[src/rtl/q_pkg.sv]
`default_nettype none
// ============================================================================
//  Module      : q_pkg
//  Description : Shared widths, Q8.8 constants, FSM encoding and result
//                narrowing for the Q-table update engine. Build macro
//                QUPD_SATURATE_EN selects clamping instead of wrap-around.
//  Revision    : 1.0 - initial release
// ============================================================================
package q_pkg;

    localparam int DATA_WIDTH   = 16;
    localparam int STATES_WIDTH = 4;
    localparam int ACTION_WIDTH = 2;
    localparam int ADDR_WIDTH   = STATES_WIDTH + ACTION_WIDTH;
    localparam int NUM_ACTIONS  = 2 ** ACTION_WIDTH;
    localparam int CALC_WIDTH   = DATA_WIDTH + 2;

    localparam logic signed [DATA_WIDTH-1:0] Q_ONE = (DATA_WIDTH)'(256);
    localparam logic signed [DATA_WIDTH-1:0] Q_MAX = {1'b0, {(DATA_WIDTH-1){1'b1}}};
    localparam logic signed [DATA_WIDTH-1:0] Q_MIN = {1'b1, {(DATA_WIDTH-1){1'b0}}};

    typedef enum logic [1:0] {
        IDLE  = 2'd0,
        SCAN  = 2'd1,
        CALC  = 2'd2,
        WRITE = 2'd3
    } q_state_t;

    // Bring the widened update result back to storage width.
    function automatic logic [DATA_WIDTH-1:0] q_narrow(input logic signed [CALC_WIDTH-1:0] v);
`ifdef QUPD_SATURATE_EN
        logic signed [CALC_WIDTH-1:0] hi;
        logic signed [CALC_WIDTH-1:0] lo;
        hi = {{2{Q_MAX[DATA_WIDTH-1]}}, Q_MAX};
        lo = {{2{Q_MIN[DATA_WIDTH-1]}}, Q_MIN};
        if (v > hi) begin
            return Q_MAX;
        end else if (v < lo) begin
            return Q_MIN;
        end else begin
            return v[DATA_WIDTH-1:0];
        end
`else
        return v[DATA_WIDTH-1:0];
`endif
    endfunction

endpackage
`default_nettype wire

[src/rtl/q_update_engine_if.sv]
`default_nettype none
// ============================================================================
//  Module      : q_update_engine_if
//  Description : Transition handshake plus Q-table RAM port bundle.
//  Revision    : 1.0 - initial release
// ============================================================================
interface q_update_engine_if;
    import q_pkg::*;

    logic                    in_valid;
    logic                    in_ready;
    logic [STATES_WIDTH-1:0] in_state;
    logic [ACTION_WIDTH-1:0] in_action;
    logic [DATA_WIDTH-1:0]   in_reward;
    logic [STATES_WIDTH-1:0] in_next_state;
    logic                    in_terminal;

    logic                    ram_we;
    logic [ADDR_WIDTH-1:0]   ram_addr_cur;
    logic [ADDR_WIDTH-1:0]   ram_addr_nxt;
    logic [DATA_WIDTH-1:0]   ram_wdata;
    logic [DATA_WIDTH-1:0]   ram_q_cur;
    logic [DATA_WIDTH-1:0]   ram_q_nxt;

    logic                    done;
    logic [ACTION_WIDTH-1:0] best_action;

    modport slave (
        input  in_valid, in_state, in_action, in_reward, in_next_state, in_terminal,
        input  ram_q_cur, ram_q_nxt,
        output in_ready, ram_we, ram_addr_cur, ram_addr_nxt, ram_wdata, done, best_action
    );

    modport master (
        output in_valid, in_state, in_action, in_reward, in_next_state, in_terminal,
        output ram_q_cur, ram_q_nxt,
        input  in_ready, ram_we, ram_addr_cur, ram_addr_nxt, ram_wdata, done, best_action
    );

endinterface
`default_nettype wire

[src/rtl/q_max_scan.sv]
`default_nettype none
// ============================================================================
//  Module      : q_max_scan
//  Description : Running signed maximum with argmax; ties keep lower index.
//  Revision    : 1.0 - initial release
// ============================================================================
module q_max_scan
    import q_pkg::*;
(
    input  logic                         clk,
    input  logic                         rst_n,
    input  logic                         start,
    input  logic                         valid,
    input  logic signed [DATA_WIDTH-1:0] value,
    input  logic [ACTION_WIDTH-1:0]      index,
    output logic signed [DATA_WIDTH-1:0] max_val,
    output logic [ACTION_WIDTH-1:0]      best_idx
);

    logic signed [DATA_WIDTH-1:0] r_max;
    logic [ACTION_WIDTH-1:0]      r_best;
    logic                         w_take;

    // Index 0 seeds the maximum; later entries must be strictly greater.
    assign w_take = valid && ((index == '0) || (value > r_max));

    always_ff @(posedge clk or negedge rst_n) begin
        if (!rst_n) begin
            r_max  <= '0;
            r_best <= '0;
        end else if (start) begin
            r_max  <= '0;
            r_best <= '0;
        end else if (w_take) begin
            r_max  <= value;
            r_best <= index;
        end
    end

    assign max_val  = r_max;
    assign best_idx = r_best;

endmodule
`default_nettype wire

[src/rtl/q_update_engine.sv]
`default_nettype none
// ============================================================================
//  Module      : q_update_engine
//  Description : Accepts one (s,a,r,s',terminal) transition, scans Q(s',*)
//                for its maximum and writes back the Q-learning update.
//                QUPD_SATURATE_EN clamps the result instead of wrapping.
//  Revision    : 1.0 - initial release
// ============================================================================
module q_update_engine
    import q_pkg::*;
#(
    parameter int ALPHA_SHIFT = 2,
    parameter int GAMMA_SHIFT = 3
) (
    input  logic               clk,
    input  logic               rst_n,
    q_update_engine_if.slave   bus
);

    localparam logic [ACTION_WIDTH:0] c_cnt_one = (ACTION_WIDTH+1)'(1);
    localparam logic [ACTION_WIDTH:0] c_num_act = (ACTION_WIDTH+1)'(NUM_ACTIONS);

    q_state_t                     r_state;
    q_state_t                     w_state_next;

    logic [ADDR_WIDTH-1:0]        r_addr_cur;
    logic [ADDR_WIDTH-1:0]        r_addr_nxt;
    logic [ACTION_WIDTH:0]        r_cnt;
    logic [ACTION_WIDTH:0]        w_cnt_inc;
    logic [ACTION_WIDTH:0]        w_cnt_dec;
    logic [STATES_WIDTH-1:0]      r_next_state;
    logic signed [DATA_WIDTH-1:0] r_reward;
    logic signed [DATA_WIDTH-1:0] r_q_cur;
    logic [DATA_WIDTH-1:0]        r_wdata;
    logic                         r_terminal;
    logic [ACTION_WIDTH-1:0]      r_best;

    logic                         w_accept;
    logic                         w_in_ready;
    logic                         w_we;
    logic                         w_scan_valid;
    logic signed [DATA_WIDTH-1:0] w_max;
    logic [ACTION_WIDTH-1:0]      w_max_idx;

    logic signed [CALC_WIDTH-1:0] w_max_ext;
    logic signed [CALC_WIDTH-1:0] w_reward_ext;
    logic signed [CALC_WIDTH-1:0] w_q_cur_ext;
    logic signed [CALC_WIDTH-1:0] w_fut_full;
    logic signed [CALC_WIDTH-1:0] w_fut;
    logic signed [CALC_WIDTH-1:0] w_td;
    logic signed [CALC_WIDTH-1:0] w_q_wide;

    assign w_accept  = (r_state == IDLE) && bus.in_valid;
    assign w_cnt_inc = r_cnt + c_cnt_one;
    assign w_cnt_dec = r_cnt - c_cnt_one;

    // ---------------------------------------------------------------- FSM
    always_ff @(posedge clk or negedge rst_n) begin
        if (!rst_n) begin
            r_state <= IDLE;
        end else begin
            r_state <= w_state_next;
        end
    end

    always_comb begin
        w_state_next = r_state;
        w_in_ready   = 1'b0;
        w_we         = 1'b0;
        case (r_state)
            IDLE: begin
                w_in_ready = 1'b1;
                if (bus.in_valid) begin
                    w_state_next = SCAN;
                end
            end
            SCAN: begin
                if (r_cnt == c_num_act) begin
                    w_state_next = CALC;
                end
            end
            CALC: begin
                w_state_next = WRITE;
            end
            WRITE: begin
                w_we         = 1'b1;
                w_state_next = IDLE;
            end
            default: begin
                w_state_next = IDLE;
            end
        endcase
    end

    // ----------------------------------------------------------- datapath
    // Read data for the address issued at count c arrives when count is c+1,
    // hence the comparison works on index cnt-1 and skips cnt==0.
    always_ff @(posedge clk or negedge rst_n) begin
        if (!rst_n) begin
            r_addr_cur   <= '0;
            r_addr_nxt   <= '0;
            r_cnt        <= '0;
            r_next_state <= '0;
            r_reward     <= '0;
            r_q_cur      <= '0;
            r_terminal   <= 1'b0;
            r_wdata      <= '0;
            r_best       <= '0;
        end else begin
            if (w_accept) begin
                r_addr_cur   <= {bus.in_state, bus.in_action};
                r_addr_nxt   <= {bus.in_next_state, {ACTION_WIDTH{1'b0}}};
                r_cnt        <= '0;
                r_next_state <= bus.in_next_state;
                r_reward     <= bus.in_reward;
                r_terminal   <= bus.in_terminal;
            end
            if (r_state == SCAN) begin
                if (w_cnt_inc < c_num_act) begin
                    r_addr_nxt <= {r_next_state, w_cnt_inc[ACTION_WIDTH-1:0]};
                end
                if (r_cnt != '0) begin
                    r_q_cur <= bus.ram_q_cur;
                end
                r_cnt <= w_cnt_inc;
            end
            if (r_state == CALC) begin
                r_wdata <= q_narrow(w_q_wide);
                r_best  <= w_max_idx;
            end
        end
    end

    assign w_scan_valid = (r_state == SCAN) && (r_cnt != '0);

    q_max_scan u_max_scan (
        .clk      (clk),
        .rst_n    (rst_n),
        .start    (w_accept),
        .valid    (w_scan_valid),
        .value    (bus.ram_q_nxt),
        .index    (w_cnt_dec[ACTION_WIDTH-1:0]),
        .max_val  (w_max),
        .best_idx (w_max_idx)
    );

    // Update arithmetic carried two bits wider so the sum cannot overflow.
    assign w_max_ext    = {{2{w_max[DATA_WIDTH-1]}}, w_max};
    assign w_reward_ext = {{2{r_reward[DATA_WIDTH-1]}}, r_reward};
    assign w_q_cur_ext  = {{2{r_q_cur[DATA_WIDTH-1]}}, r_q_cur};
    assign w_fut_full   = w_max_ext - (w_max_ext >>> GAMMA_SHIFT);
    assign w_fut        = r_terminal ? {CALC_WIDTH{1'b0}} : w_fut_full;
    assign w_td         = w_reward_ext + w_fut - w_q_cur_ext;
    assign w_q_wide     = w_q_cur_ext + (w_td >>> ALPHA_SHIFT);

    assign bus.in_ready     = w_in_ready;
    assign bus.ram_we       = w_we;
    assign bus.done         = w_we;
    assign bus.ram_addr_cur = r_addr_cur;
    assign bus.ram_addr_nxt = r_addr_nxt;
    assign bus.ram_wdata    = r_wdata;
    assign bus.best_action  = r_best;

endmodule
`default_nettype wire

[src/flat_wrapper.sv]
// flat-port wrapper written by rule: the top's interface ports become plain ports
module q_update_engine_flat import q_pkg::*;
#(
    parameter int ALPHA_SHIFT = 2,
    parameter int GAMMA_SHIFT = 3
)
  (clk, rst_n, bus_in_valid, bus_in_state, bus_in_action, bus_in_reward, bus_in_next_state, bus_in_terminal, bus_ram_q_cur, bus_ram_q_nxt, bus_in_ready, bus_ram_we, bus_ram_addr_cur, bus_ram_addr_nxt, bus_ram_wdata, bus_done, bus_best_action);
  q_update_engine_if bus_i ();
  input  logic clk;
  input  logic rst_n;
  input wire logic [$bits(bus_i.in_valid)-1:0] bus_in_valid;
  input wire logic [$bits(bus_i.in_state)-1:0] bus_in_state;
  input wire logic [$bits(bus_i.in_action)-1:0] bus_in_action;
  input wire logic [$bits(bus_i.in_reward)-1:0] bus_in_reward;
  input wire logic [$bits(bus_i.in_next_state)-1:0] bus_in_next_state;
  input wire logic [$bits(bus_i.in_terminal)-1:0] bus_in_terminal;
  input wire logic [$bits(bus_i.ram_q_cur)-1:0] bus_ram_q_cur;
  input wire logic [$bits(bus_i.ram_q_nxt)-1:0] bus_ram_q_nxt;
  output wire logic [$bits(bus_i.in_ready)-1:0] bus_in_ready;
  output wire logic [$bits(bus_i.ram_we)-1:0] bus_ram_we;
  output wire logic [$bits(bus_i.ram_addr_cur)-1:0] bus_ram_addr_cur;
  output wire logic [$bits(bus_i.ram_addr_nxt)-1:0] bus_ram_addr_nxt;
  output wire logic [$bits(bus_i.ram_wdata)-1:0] bus_ram_wdata;
  output wire logic [$bits(bus_i.done)-1:0] bus_done;
  output wire logic [$bits(bus_i.best_action)-1:0] bus_best_action;
  assign bus_i.in_valid = bus_in_valid;
  assign bus_i.in_state = bus_in_state;
  assign bus_i.in_action = bus_in_action;
  assign bus_i.in_reward = bus_in_reward;
  assign bus_i.in_next_state = bus_in_next_state;
  assign bus_i.in_terminal = bus_in_terminal;
  assign bus_i.ram_q_cur = bus_ram_q_cur;
  assign bus_i.ram_q_nxt = bus_ram_q_nxt;
  assign bus_in_ready = bus_i.in_ready;
  assign bus_ram_we = bus_i.ram_we;
  assign bus_ram_addr_cur = bus_i.ram_addr_cur;
  assign bus_ram_addr_nxt = bus_i.ram_addr_nxt;
  assign bus_ram_wdata = bus_i.ram_wdata;
  assign bus_done = bus_i.done;
  assign bus_best_action = bus_i.best_action;
  q_update_engine #(.ALPHA_SHIFT(ALPHA_SHIFT), .GAMMA_SHIFT(GAMMA_SHIFT)) u_core (.clk(clk), .rst_n(rst_n), .bus(bus_i));
endmodule
[config.mk]
export PLATFORM = sky130hd
export DESIGN_NAME = q_update_engine_flat
export DESIGN_NICKNAME = d
export VERILOG_FILES = /design/src/rtl/q_pkg.sv /design/src/rtl/q_update_engine_if.sv /design/src/rtl/q_max_scan.sv /design/src/rtl/q_update_engine.sv /design/src/flat_wrapper.sv
export SDC_FILE = /design/constraint.sdc
export NUM_CORES = 1
export LEC_CHECK = 0
export CAP_MARGIN = 10
export CORE_MARGIN = 2
export CORE_UTILIZATION = 40
export CTS_BUF_LIST = sky130_fd_sc_hd__clkbuf_4 sky130_fd_sc_hd__clkbuf_8 sky130_fd_sc_hd__clkbuf_16
export CTS_CLUSTER_DIAMETER = 30
export DETAILED_ROUTE_END_ITERATION = 6
export PLACE_DENSITY_LB_ADDON = 0.12
export SYNTH_ARGS = -nofsm -noshare
export SYNTH_HDL_FRONTEND = slang
export SYNTH_SLANG_ARGS = --single-unit
[constraint.sdc]
create_clock -name clk -period 7.1 [get_ports clk]
set_input_delay 1.42 -clock clk [delete_from_list [all_inputs] [get_ports clk]]
set_output_delay 1.42 -clock clk [all_outputs]
set_load 0.005 [all_outputs]
==> results.toml, run 1 <==
[cells_and_area]
seq_area_um2 = 2250
fin_cells = 993
multi_input_area_um2 = 3810
n_fill_cell = 1456
syn2layout_area_growth_pct = 23.1
antenna_cells = 0
final_nets = 923
drive_gt1_frac = 0.0824

[critical_path]
crit_buf_inv = 2
critPathKind = "reg2reg"
critical-path-max-stage-delay_ns = 0.49
setup.worst_path.start_class = "register"
worstSetupEndpointType = "register"
required_ns = 7.32
arrival_ns = 5.99
crit_chain = "inv_1 -> ha_1 -> nor2b_1 -> o21a_1 -> o21ai_0 -> nand3_1 -> fa_1 -> inv_1 -> ha_1 -> or3_1 -> o221a_4 -> a41o_1 -> o41ai_4 -> o22ai_2 -> o21ai_0 -> nand2b_1 -> xor2_1 -> ha_1 -> and2_1 -> o21ai_0 -> o31ai_1 -> o41ai_1 -> xnor2_1 -> mux2_2"
path_max_fanout = 5
cp_top_family = "compound AO/OA/AOI/OAI gates"
crit_path_top_delay_cell = "fa_1"

[logic_synthesis]
synth_edf_count = 0
synth_async_sr_flop_share = 1.00
syn_nets = 831
ys_ff_latch = 90
ys_warn_count = 0
synth_largest_area_cell = "dfrtp_1"
yosys.area.top_type_share = 0.350
synthCells = 680
avgSynthCellArea_um2 = 9.46
synth_seq_area_share = 0.350
ys_top_cells_by_count = "dfrtp_1 (90), inv_1 (81), nand2_1 (73)"
yosysUniqueCellTypes = 57
synthTopCellsByArea = "dfrtp_1 (35%), ha_1 (14%), mux2_2 (5.8%)"
post-synth-top-count-cell = "dfrtp_1"
synthFlopType = "dfrtp_1"
synth_area_um2 = 6430

[timing]
finalCriticalPeriod_ns = 5.77
hold-worst-slack_ns = 0.481
slew_headroom = 0.298
grt_setup_unrepaired = "no"
fin_crit_sh = 0.813
worst_pin_slew_ns = 1.05
setup_viol = 0
tns_ns = 0
slew_viol_final = 0
clock-skew-final_ns = 0.0111
hold_viol_final = 0
fmax_mhz = 173

[drt]
finalWirelength_um = 14600
viasPerCell = 5.03
antenna_left = 0
vias = 4999
drtIter0Drc = 159
wl_per_cell_um = 14.7
route.detailed.drc = 0
first_pass_iters = 4

[clocking]
h-tree-depth = 3
cts_made_buffers = 9
clk_pin_slew_ns = 0.06
clk_path_buf_depth = 2
clk_root_buffer_cell = "clkbuf_16"
post_cts_buffers = 0
cts_tree = "built"
cts_resized = 0
clk_latency_ns = 0.35
cts_sinks = 90
holdBufCountCts = 0

[grt]
grt_overflow = 0
grt_pass1_wl_um = 24000
antenna_found_initial = 0
grt_pass1_vias = 5117
grt_max_degree = 56
track_usage = 0.180

[floorplanning]
row_count = 46
initial_utilization = 0.406
die_area_um2 = 17100
core_um2 = 15800
io_pins = 95
die_y_um = 131
die_w_um = 131

[placement]
port_buffers = 94
dp_hpwl_um = 11400
globalplace.congestion = 0.897
dp_cells = 977

[job]
max_cap_viol_count = 0

[status]
status = "finished clean"

[min_path]
min_path_type = "reg2reg"
==> cells in the final DEF (no fill, tap or decap), types with 3 or more instances in the layout <==
cell,n
nor2_1,53
o21bai_1,5
or3_1,7
clkbuf_16,9
a21o_1,13
a31oi_1,6
a21oi_1,28
a211oi_1,7
ha_1,71
nand2_1,73
xnor2_1,24
o211ai_1,4
nand4_1,4
dfrtp_1,90
inv_1,81
mux2_2,33
o21a_1,7
fa_1,18
xor2_1,9
mux2i_1,18
buf_4,5
o21ai_0,39
nor3_1,11
nor2b_1,5
nand3_1,15
nand2b_1,3
clkdlybuf4s50_1,93
==> layer usage <==
metal	GRT usage	share of wire	vias up
met3	0.0391	0.037	28
met1	0.230	0.48	2365
met2	0.299	0.46	101
met4	0.0726	0.025	0
met5	0	0	-
li1	-	-	2505
==> area by class of cell <==
cell class              count  share of cell area
well taps                 216              0.0341
clock buffers              12              0.0321
multi-input cells         491               0.482
repair buffers             98               0.122
inverters                  82              0.0389
clock inverters             4             0.00648
flip-flops and latches     90               0.285
==> sequential cells by signal, summed over array words and instances (netlist names) <==
signal / cells
u_core.r_next_state: 4
u_core.u_max_scan.max_val: 16
u_core.u_max_scan.best_idx: 2
u_core.bus.ram_wdata: 16
u_core.r_cnt: 3
u_core.bus.best_action: 2
u_core.bus.ram_addr_cur: 6
u_core.r_q_cur: 16
u_core.r_terminal: 1
u_core.r_reward: 16
u_core.r_state: 2
u_core.bus.ram_addr_nxt: 6
==> worst register-to-register path: stages (launching register included) <==
cell      delay, ns
dfrtp_1        0.41
inv_1          0.09
ha_1           0.27
nor2b_1        0.13
o21a_1         0.17
o21ai_0        0.29
nand3_1        0.15
fa_1           0.49
inv_1          0.04
ha_1           0.23
or3_1          0.37
o221a_4        0.24
a41o_1         0.31
o41ai_4        0.36
o22ai_2        0.18
o21ai_0        0.17
nand2b_1       0.08
xor2_1         0.14
ha_1           0.36
and2_1         0.19
o21ai_0        0.15
o31ai_1        0.11
o41ai_1        0.34
xnor2_1        0.11
mux2_2         0.27
==> metrics by stage <==
stage / utilization / worst slack [ns] / instance area (um^2)
2_1_floorplan: - / 1.82 / 6430
3_3_place_gp: 0.481 / 1.52 / 7610
3_5_place_dp: 0.481 / 1.37 / 7610
4_1_cts: 0.500 / 1.34 / 7920
5_1_grt: 0.500 / 0.850 / 7920
6_report: 0.500 / 1.33 / 7920
==> logic make-up (layout without fill, tap and decap cells) <==
group,Yosys count,after routing,share of synthesized area
AND/OR/NAND/NOR,185,185,0.130
adder cells (fa/ha/maj),89,89,0.194
flip-flops,90,90,0.350
AO/OA/AOI/OAI,133,133,0.137
XOR/XNOR,33,33,0.0449
multiplexers,51,51,0.0858
buffers and inverters,99,196,0.0586
==> worst paths after layout <==
kind | slack, ns | start | to | cells after the start
max | 1.33 | u_core.u_max_scan.max_val[4]$_DFFE_PN0P_ | u_core.bus.ram_wdata[15]$_DFFE_PN0P_ | 24
min | 0.48 | u_core.r_next_state[3]$_DFFE_PN0P_ | u_core.r_next_state[3]$_DFFE_PN0P_ | 2
max reg2reg | 1.33 | u_core.u_max_scan.max_val[4]$_DFFE_PN0P_ | u_core.bus.ram_wdata[15]$_DFFE_PN0P_ | 24
min reg2reg | 0.48 | u_core.r_next_state[3]$_DFFE_PN0P_ | u_core.r_next_state[3]$_DFFE_PN0P_ | 2
max in group asynchronous | 4.99 | rst_n | u_core.r_state[1]$_DFFE_PN0P_ | 2
min in group asynchronous | 1.02 | rst_n | u_core.bus.ram_wdata[3]$_DFFE_PN0P_ | 1
Power of run 1 is not shown: default switching activity piles up to over one toggle a cycle in this logic, so the estimate is an artifact.
==> run 2: changes to the inputs <==
==> constraint.sdc (replaced) <==
create_clock -name clk -period 5 [get_ports clk]
set_input_delay 1 -clock clk [delete_from_list [all_inputs] [get_ports clk]]
set_output_delay 1 -clock clk [all_outputs]
set_load 0.005 [all_outputs]
==> results.toml, run 2 (synthesized netlist as in run 1, its figures left out) <==
[floorplanning]
row_count = 46
die_y_um = 131
die_area_um2 = 17100
initial_utilization = 0.406
die_w_um = 131
io_pins = 95
core_um2 = 15800

[clocking]
clk_pin_slew_ns = 0.07
h-tree-depth = 3
clk_latency_ns = 0.35
cts_made_buffers = 9
clk_root_buffer_cell = "clkbuf_16"
cts_tree = "built"
cts_sinks = 90
clk_path_buf_depth = 2
holdBufCountCts = 0

[drt]
first_pass_iters = 4
vias = 5456
antenna_left = 0
wl_per_cell_um = 15.0
viasPerCell = 4.99
drtIter0Drc = 153
route.detailed.drc = 0
finalWirelength_um = 16400

[min_path]
min_path_type = "reg2reg"
holdCritStartpoint = "u_core.r_next_state[0]$_DFFE_PN0P_"

[status]
violations = "setup timing"
status = "finished with violations"

[placement]
port_buffers = 94
dp_hpwl_um = 11800
place_area_um2 = 8130
globalplace.congestion = 0.901

[cells_and_area]
final_area_um2 = 8970
seq_area_um2 = 2250
antenna_cells = 0
most-common-layout-cells = "buf_4 (100), clkdlybuf4s50_1 (93), dfrtp_1 (90), inv_1 (78), nand2_1 (72)"
n_fill_cell = 1379
layout_commonest_cell = "buf_4"
final_nets = 1024
syn2layout_area_growth_pct = 39.5
drive_gt1_frac = 0.236
multi_input_area_um2 = 4050

[timing]
clock-skew-final_ns = 0.00929
worst_pin_slew_ns = 1.11
hold_viol_final = 0
setup_ws_ns = -0.226
slew_headroom = 0.260
finalCriticalPeriod_ns = 5.23
fmax_mhz = 191
setup_viol = 22
slew_viol_final = 0
grt_setup_unrepaired = "yes"
fin_crit_sh = 1.05

[critical_path]
setup.worst_path.start_class = "register"
setup.worst_path.start = "u_core.u_max_scan.max_val[0]$_DFFE_PN0P_"
regToRegStartpoint = "u_core.u_max_scan.max_val[0]$_DFFE_PN0P_"
path_max_fanout = 3
required_ns = 5.24
critical-path-max-stage-delay_ns = 0.45
crit_chain = "inv_1 -> ha_2 -> fa_2 -> buf_4 -> nor2b_4 -> nor3_4 -> fa_1 -> ha_2 -> buf_6 -> or3_4 -> o221a_4 -> a41o_1 -> o41ai_4 -> o22ai_2 -> o41a_1 -> xor2_1 -> ha_1 -> nand3_2 -> o31ai_4 -> o41ai_2 -> xnor2_1 -> mux2_4"
crit_path_top_delay_cell = "fa_1"
arrival_ns = 5.46
cpMostUsedCell = "ha_2"
critPathKind = "reg2reg"
cp_top_family = "adder cells"
crit_buf_inv = 3
worstSetupEndpointType = "register"

[grt]
grt_max_degree = 55
track_usage = 0.199
grt_overflow = 0
grt_pass1_wl_um = 26600
grt_pass1_vias = 5688
antenna_found_initial = 0

[job]
max_cap_viol_count = 0
-- run 2: cell count changes in the layout (fill, tap and decap cells not counted), sizes merged --
| cell | delta |
|---|---|
| buf | +100 |
| bufinv | +1 |
| clkbuf | -1 |
| clkinv | +2 |
| clkinvlp | -1 |
-- run 2: metrics by stage --
stage / worst slack (ns) / instances / utilization / setup TNS (ns) / hold slack [ns]
after global placement: -0.240 / 1043 / 0.513 / -0.776 / 0.458
after floorplan: -0.141 / 680 / - / -0.141 / 0.447
after detailed placement: -0.470 / 1043 / 0.513 / -1.35 / 0.465
final: -0.226 / 1094 / 0.567 / -1.37 / 0.480
after global routing: -0.463 / 1094 / 0.567 / -5.49 / 0.499
after CTS: -0.157 / 1088 / 0.556 / -0.361 / 0.483
-- run 2: worst register-to-register path: stages (launching register included) --
cell	delay, ns
dfrtp_1	0.36
inv_1	0.05
ha_2	0.19
fa_2	0.39
buf_4	0.15
nor2b_4	0.12
nor3_4	0.14
fa_1	0.45
ha_2	0.20
buf_6	0.11
or3_4	0.37
o221a_4	0.12
a41o_1	0.23
o41ai_4	0.26
o22ai_2	0.16
o41a_1	0.37
xor2_1	0.19
ha_1	0.33
nand3_2	0.10
o31ai_4	0.31
o41ai_2	0.11
xnor2_1	0.13
mux2_4	0.26
-- run 2: path summary, 6_finish.rpt --
| path | slack [ns] | cells after the start | endpoint |
|---|---|---|---|
| setup / recovery | -0.23 | 22 | u_core.bus.ram_wdata[15]$_DFFE_PN0P_ |
| hold / removal | 0.48 | 2 | u_core.r_next_state[0]$_DFFE_PN0P_ |
| setup reg to reg | -0.23 | 22 | u_core.bus.ram_wdata[15]$_DFFE_PN0P_ |
| hold reg to reg | 0.48 | 2 | u_core.r_next_state[0]$_DFFE_PN0P_ |
| max in group asynchronous | 3.36 | 2 | u_core.bus.ram_wdata[15]$_DFFE_PN0P_ |
| min in group asynchronous | 0.70 | 1 | u_core.r_q_cur[1]$_DFFE_PN0P_ |
-- run 2: what timing repair did --
item	4_1_cts	5_1_grt
endpoints found under the setup margin	6	26
resized for setup	32	24
buffers inserted	29	5
gates cloned	0	1
pin swaps	33	23
-- run 2: area by class of cell --
class                           count  share of cell area
Clock buffer                       10              0.0259
Clock inverter                      6              0.0102
Inverter                           82              0.0343
Multi-Input combinational cell    491               0.452
Sequential cell                    90               0.251
Tap cell                          216              0.0301
Timing Repair Buffer              199               0.197
-- run 2: per-layer routing --
layer  up-vias  part of all wire  track usage
met1      2593              0.46        0.256
met3        33             0.036       0.0330
met2       118              0.48        0.332
li1       2712                 -            -
met4         0             0.030       0.0901
met5         -                 0            0
Power of run 2 is left out for the same reason.
